**config.mk**
```make
export PLATFORM = sky130hd
export DESIGN_NAME = stream_adder_pipe
export DESIGN_NICKNAME = d
export VERILOG_FILES = /design/src/rtl/stream_adder_pipe.sv
export SDC_FILE = /design/constraint.sdc
export NUM_CORES = 1
export LEC_CHECK = 0
export CORE_MARGIN = 2
export CORE_UTILIZATION = 50
export CTS_BUF_LIST = sky130_fd_sc_hd__clkbuf_8 sky130_fd_sc_hd__clkbuf_16
export DETAILED_ROUTE_END_ITERATION = 6
export PLACE_DENSITY = 0.88
export SLEW_MARGIN = 25
export SYNTH_ARGS = -nofsm -noshare
export SYNTH_HDL_FRONTEND = slang
export SYNTH_SLANG_ARGS = --single-unit
```
**constraint.sdc**
```tcl
create_clock -name sys_clk -period 7.5 [get_ports sys_clk]
set_clock_uncertainty 0.05 [all_clocks]
set_input_delay 1.5 -clock sys_clk [delete_from_list [all_inputs] [get_ports sys_clk]]
set_output_delay 1.5 -clock sys_clk [all_outputs]
set_load 0.02 [all_outputs]
```
**src/rtl/stream_adder_pipe.sv**
```systemverilog
// ---------------------------------------------------------------------------
// stream_adder_pipe
//
// Adds a per-packet increment to every data beat of a valid/ready/last
// stream. The increment is sampled on the first beat of each packet and is
// reused for the rest of that packet. The sum can either wrap or saturate.
//
// Both stream sides are registered:
//   - The output register (OR) drives source_valid, source_last,
//     source_data and overflow.
//   - A one-entry skid buffer (SK) catches the beat that is in flight when
//     the sink stalls. This keeps one beat per cycle while sink_ready is
//     driven from a register.
//
// Ports
//   sys_clk       in   clock, all logic on the rising edge
//   sys_rst_n     in   asynchronous active-low reset
//   sink_valid    in   input beat valid
//   sink_last     in   input beat is the last beat of its packet
//   sink_data     in   input beat data            [DATA_WIDTH]
//   sink_ready    out  registered ready to upstream
//   increment     in   per-packet addend, sampled on the first beat [DATA_WIDTH]
//   source_valid  out  output beat valid
//   source_last   out  output beat is the last beat of its packet
//   source_data   out  sink_data + increment      [DATA_WIDTH]
//   source_ready  in   downstream ready
//   overflow      out  the addition for this output beat overflowed
//   pkt_count     out  packets delivered downstream, wraps [CNT_WIDTH]
// ---------------------------------------------------------------------------
module stream_adder_pipe #(
  parameter int DATA_WIDTH = 8,
  parameter bit SATURATE   = 1'b0,
  parameter int CNT_WIDTH  = 16
) (
  input  logic                  sys_clk,
  input  logic                  sys_rst_n,
  input  logic                  sink_valid,
  input  logic                  sink_last,
  input  logic [DATA_WIDTH-1:0] sink_data,
  output logic                  sink_ready,
  input  logic [DATA_WIDTH-1:0] increment,
  output logic                  source_valid,
  output logic                  source_last,
  output logic [DATA_WIDTH-1:0] source_data,
  input  logic                  source_ready,
  output logic                  overflow,
  output logic [CNT_WIDTH-1:0]  pkt_count
);

  typedef enum logic {SOP, MID} state_t;

  // A computed beat. The result, last flag and overflow flag travel
  // together through OR and SK.
  typedef struct packed {
    logic                  last;
    logic                  ovf;
    logic [DATA_WIDTH-1:0] data;
  } beat_t;

  state_t                state_reg, state_next;
  logic [DATA_WIDTH-1:0] inc_q_reg, inc_q_next;
  beat_t                 or_reg, or_next;
  logic                  or_valid_reg, or_valid_next;
  beat_t                 sk_reg, sk_next;
  logic                  sk_valid_reg, sk_valid_next;
  logic                  sink_ready_reg, sink_ready_next;
  logic [CNT_WIDTH-1:0]  pkt_count_reg, pkt_count_next;

  logic                  accept;
  logic                  consume;
  logic [DATA_WIDTH-1:0] inc_sel;
  logic [DATA_WIDTH:0]   sum;
  beat_t                 beat;

  assign accept  = sink_valid & sink_ready_reg;
  assign consume = or_valid_reg & source_ready;

  // The first beat of a packet uses the live increment input.
  // Later beats use the value latched on that first beat.
  assign inc_sel = (state_reg == SOP) ? increment : inc_q_reg;
  assign sum     = {1'b0, sink_data} + {1'b0, inc_sel};

  always_comb begin
    beat.last = sink_last;
    beat.ovf  = sum[DATA_WIDTH];
    if (SATURATE && sum[DATA_WIDTH]) begin
      beat.data = '1;
    end else begin
      beat.data = sum[DATA_WIDTH-1:0];
    end
  end

  always_comb begin
    state_next     = state_reg;
    inc_q_next     = inc_q_reg;
    or_next        = or_reg;
    or_valid_next  = or_valid_reg;
    sk_next        = sk_reg;
    sk_valid_next  = sk_valid_reg;
    pkt_count_next = pkt_count_reg;

    if (accept) begin
      if (state_reg == SOP) begin
        inc_q_next = increment;
      end
      state_next = sink_last ? SOP : MID;
    end

    if (consume) begin
      if (sk_valid_reg) begin
        // SK refills OR. A new beat cannot arrive in this cycle,
        // because sink_ready is low whenever SK is full.
        or_next       = sk_reg;
        sk_valid_next = 1'b0;
      end else if (accept) begin
        or_next = beat;
      end else begin
        or_valid_next = 1'b0;
      end
    end else if (accept) begin
      if (!or_valid_reg) begin
        or_next       = beat;
        or_valid_next = 1'b1;
      end else begin
        sk_next       = beat;
        sk_valid_next = 1'b1;
      end
    end

    if (consume && or_reg.last) begin
      pkt_count_next = pkt_count_reg + 1'b1;
    end

    sink_ready_next = ~sk_valid_next;
  end

  always_ff @(posedge sys_clk or negedge sys_rst_n) begin
    if (!sys_rst_n) begin
      state_reg      <= SOP;
      inc_q_reg      <= '0;
      or_reg         <= '0;
      or_valid_reg   <= 1'b0;
      sk_reg         <= '0;
      sk_valid_reg   <= 1'b0;
      sink_ready_reg <= 1'b0;
      pkt_count_reg  <= '0;
    end else begin
      state_reg      <= state_next;
      inc_q_reg      <= inc_q_next;
      or_reg         <= or_next;
      or_valid_reg   <= or_valid_next;
      sk_reg         <= sk_next;
      sk_valid_reg   <= sk_valid_next;
      sink_ready_reg <= sink_ready_next;
      pkt_count_reg  <= pkt_count_next;
    end
  end

  assign sink_ready   = sink_ready_reg;
  assign source_valid = or_valid_reg;
  assign source_last  = or_reg.last;
  assign source_data  = or_reg.data;
  assign overflow     = or_reg.ovf;
  assign pkt_count    = pkt_count_reg;

endmodule

```
After elaboration in Yosys (flattened, before gate mapping):

Index checks and enable logic that the tools add are counted.

* word-level logic and storage cells: 41
* bits of input ports: 21
* output and inout bits: 28
* bits in registers: 48

* muxes and demuxes: 14
* reduce and logical (&&, ||, !) cells: 6
* eq/ne operators: 3
* bitwise gates (word level): 4
* add/subtract/negate cells: 2

Operator list (number)
* $mux 10: 5
* $add 16x1->16 const B: 1
* $add 8x8->9: 1
* $reduce_and 3->1: 3
* $mux 1: 8
* $mux 8: 1
* $ne 2x2->1 const B: 2
* $reduce_bool 2->1: 2
* $and 1x1->1: 2
* $ne 2x1->1 const B: 1
* $not 1->1: 2
* $logic_and 1x1->1: 1

Logic depth before layout (Yosys ltp):

* depth after elaboration: 5
* mapped depth: 8
* depth with buffers taken out: 7

Least setup slack after synthesis:

No wires, ideal clock.

* path type: input-to-reg
* from: input port increment[0]
* to: register sk_reg[8] (netlist name)
* stages: 7
* buffers on the path: 0
* library setup time: 0.128 ns
* slack: 4.168 ns
* data arrival time: 3.154 ns
* data required time: 7.322 ns
* path through: mux2_2 ha_1 fa_1 a21o_1 a221o_1 a31oi_1 o21ai_1

* word-level cells in the longest chain between the ends: 2

Ends and longest elaborated chain
* start, declared: line 41 `input logic [DATA_WIDTH-1:0] increment,`
* $mux 8
* $add 8x8->9: line 81 `assign sum = {1'b0, sink_data} + {1'b0, inc_sel};`
* end signal, assigned: line 152 `sk_reg <= sk_next;`
* end, declared: line 64 `beat_t sk_reg, sk_next;`

Every way passes these cells.
A chain may end at the register's enable or synchronous reset.

Worst setup path after layout:

* from: input port increment[0]
* to: register sk_reg[8] (netlist name)

* word-level cells in the longest chain between the ends: 2

Ends and longest elaborated chain
* $mux 8
* net inc_sel[0]: line 71 `logic [DATA_WIDTH-1:0] inc_sel;`
* $add 8x8->9: line 81

The timed path passes the listed nets, and every way through them passes these cells.

==> out/qor.yml <==
period_needed_ps: 3520
crit_chain: "clkdlybuf4s50_1 -> mux2_2 -> ha_1 -> fa_1 -> a21o_1 -> a221o_1 -> a31oi_1 -> o21ai_1"
ys_seq_area_frac: 0.502
cts_setup_buffers: 0
rr_startpoint: "state_reg$_DFFE_PN0P_"
synthAdderAreaFrac: 0.0554
ctsHoldBuffers: 0
synth-xor-area-share: 0.0731
clk_pin_slew_ps: 90
grt_remaining_overflow: 0
holdPathStages: 1
die_w_um: 73.2
area_growth_pct: 25.7
cts_tree: "done"
dr.pass1.iters: 4
final_antenna_net_count: 0
synth_top_cell_area_share: 0.502
worstHoldStart: "pkt_count[15]$_DFFE_PN0P_"
synthSimpleGateAreaFrac: 0.138
wl_per_cell_um: 14.9
worst_pin_slew_ps: 689
routabilityCongestion: 0.903
p_leak_uw: 0.00137
worstSetupStartpointType: "primary input"
synth_cells: 213
die_h_um: 73.2
yosys.area.top_type: "dfrtp_1"
cap_violations: 0
power_switching_uw: 437
cts_made_buffers: 5
grt_pass1_vias: 1727
async_flop_share: 1.00
synthFlopType: "dfrtp_1"
timing.setup.critical_path_class: "primary input to flip-flop"
swShare: 0.387
power.density_nw_per_um2: 375
worst_ep_arrival_time_ps: 3640
path_max_fanout: 3
finalMaxSlewViolations: 0
end_kind: "flip-flop"
cp_top_family: "compound AO/OA/AOI/OAI gates"
syn_area_per_cell_sq_um: 11.2
cts_max_level: 2
groute.usage.overall: 0.192
rsz0062_at_grt: "no"
port_buffers: 48
path_buf_inv: 1
yosys_warnings: 0
synth_compound_area_frac: 0.123
hold_ws_ps: 420
nets: 294
p_seq_frac: 0.390
drt_iter0_markers: 91
synth_top_family_by_area: "simple AND/OR/NAND/NOR gates"
reg2reg_depth: 7
finalHoldViolations: 0
clk_latency_ps: 300
die_area_sq_um: 5360
internal-power_uw: 693
drc: 0
cts.sinks: 48
drive_gt1_frac: 0.148
slew_headroom: 0.539
grt_pass1_wl_um: 7910
cts_root_buffer: "clkbuf_8"
fin_crit_sh: 0.469
synth-seq-cells: 48
dpl.hpwl_um: 3510
status: "finished, final reports clean"
antenna_found_initial: 0
worstHoldEndpoint: "pkt_count[15]$_DFFE_PN0P_"
crit_start: "increment[0]"
core_area_sq_um: 4660
ys_top_cells_by_area: "dfrtp_1 (50%), mux2_2 (9.4%), ha_1 (4.7%), nand2_1 (4.4%), xor2_1 (4.4%)"
largest_reg_flops: 16
synth_edf_count: 0
max_freq_ghz: 0.284
setup_viol: 0
start_util: 0.514
antenna-diode-count: 0
cts_buffer_depth: 2
drt-total-wl_um: 4750
crit_slowest_cell: "fa_1"
rows: 25
ios: 49
vias_per_cell: 5.56
critical_path.max_stage_delay_ps: 410
setup_tns_ps: 0
worstReg2RegEnd: "sk_reg[8]$_DFFE_PN0P_"
ir_worst_vdd_mv: 0.197
synth.distinct_cells: 38
hp-class: "flip-flop to flip-flop"
p_comb_frac: 0.470
r2r_setup_slack_ps: 4870
cts_resized: 0
required_ps: 7620
synthesis.nets: 244
synthMuxAreaShare: 0.0940
clock_power_share: 0.140
grt_max_degree: 49
syn_area_sq_um: 2390
num_vias: 1767
==> cell usage after synthesis (3+ instances only) <==
cell     count
a21oi_1      6
o21ai_1      6
nand2_1     28
xor2_1      12
nand3_1      3
and3_1       5
a31oi_1      5
ha_1         9
mux2_2      20
o21ai_0      9
nor3_2       4
nand4_1      3
nor2_1       9
buf_2        4
dfrtp_1     48
a22oi_1      6
xnor2_1      8
a21o_1       6
inv_1        3
==> stage by stage <==
step	utilization	total power, uW	setup slack (ps)	area (sq um)	instances
after floorplan	-	790	4170	2390	213
final	0.646	1130	3980	3010	318
after CTS	0.645	1140	3980	3010	318
after global routing	0.646	1210	3910	3010	318
after detailed placement	0.625	978	3650	2910	310
after global placement	0.625	960	3680	2910	310
==> layer usage <==
| layer | vias up | share of wire | track usage |
|---|---|---|---|
| met1 | 842 | 0.44 | 0.253 |
| met3 | 12 | 0.045 | 0.0428 |
| met2 | 46 | 0.49 | 0.310 |
| li1 | 867 | - | - |
| met4 | 0 | 0.021 | 0.0700 |
| met5 | - | 0 | 0 |
==> cells in the final DEF (no fill, tap or decap), types with 3 or more instances in the layout <==
cell type        instances
a21o_1                   6
a21oi_1                  6
a22oi_1                  6
a31oi_1                  5
and3_1                   5
clkbuf_8                 6
clkdlybuf4s50_1         47
dfrtp_1                 48
ha_1                     9
inv_1                    4
mux2_2                  20
nand2_1                 28
nand3_1                  3
nand4_1                  3
nor2_1                   9
nor3_2                   4
o21ai_0                  9
o21ai_1                  6
xnor2_1                  8
xor2_1                  12
==> power by group through the flow <==
stage	Combinational [uW]	Sequential, uW	Clock (uW)
after floorplan	315	475	0
after global placement	521	438	0
after detailed placement	534	445	0
after CTS	537	440	162
after global routing	581	455	171
final	531	440	158
==> worst register-to-register path: cells and delay by family (launching register included) <==
kind,cells,cell delay [ps]
muxes,1,390
adders and majority gates,2,640
AOI/OAI and AO/OA,4,850
DFF,1,580
==> how the worst max path moves through the flow <==
| stage | cells after the start | slack [ps] | to |
|---|---|---|---|
| 2_1_floorplan | 7 | 4170 | sk_reg[8]$_DFFE_PN0P_ |
| 5_1_grt | 8 | 3910 | sk_reg[8]$_DFFE_PN0P_ |
| 6_report | 8 | 3980 | sk_reg[8]$_DFFE_PN0P_ |
| 3_5_place_dp | 8 | 3650 | sk_reg[8]$_DFFE_PN0P_ |
| 3_3_place_gp | 8 | 3680 | sk_reg[8]$_DFFE_PN0P_ |
| 4_1_cts | 8 | 3980 | sk_reg[8]$_DFFE_PN0P_ |
==> logic make-up after synthesis <==
family / Yosys count
compound gates: 46
xor+xnor: 20
fa+ha+maj: 10
buf+inv: 8
flops: 48
mux: 20
simple gates: 61
==> layout make-up <==
class                      instances  area (sq um)
tap                               54          67.6
sequential                        48          1200
fill                             381          1650
clock inverter                     2          11.3
multi-input combinational        157          1160
clock buffer                       6          82.6
timing repair buffer              48           478
inverter                           3          11.3
(Power assumes the default switching activity.)
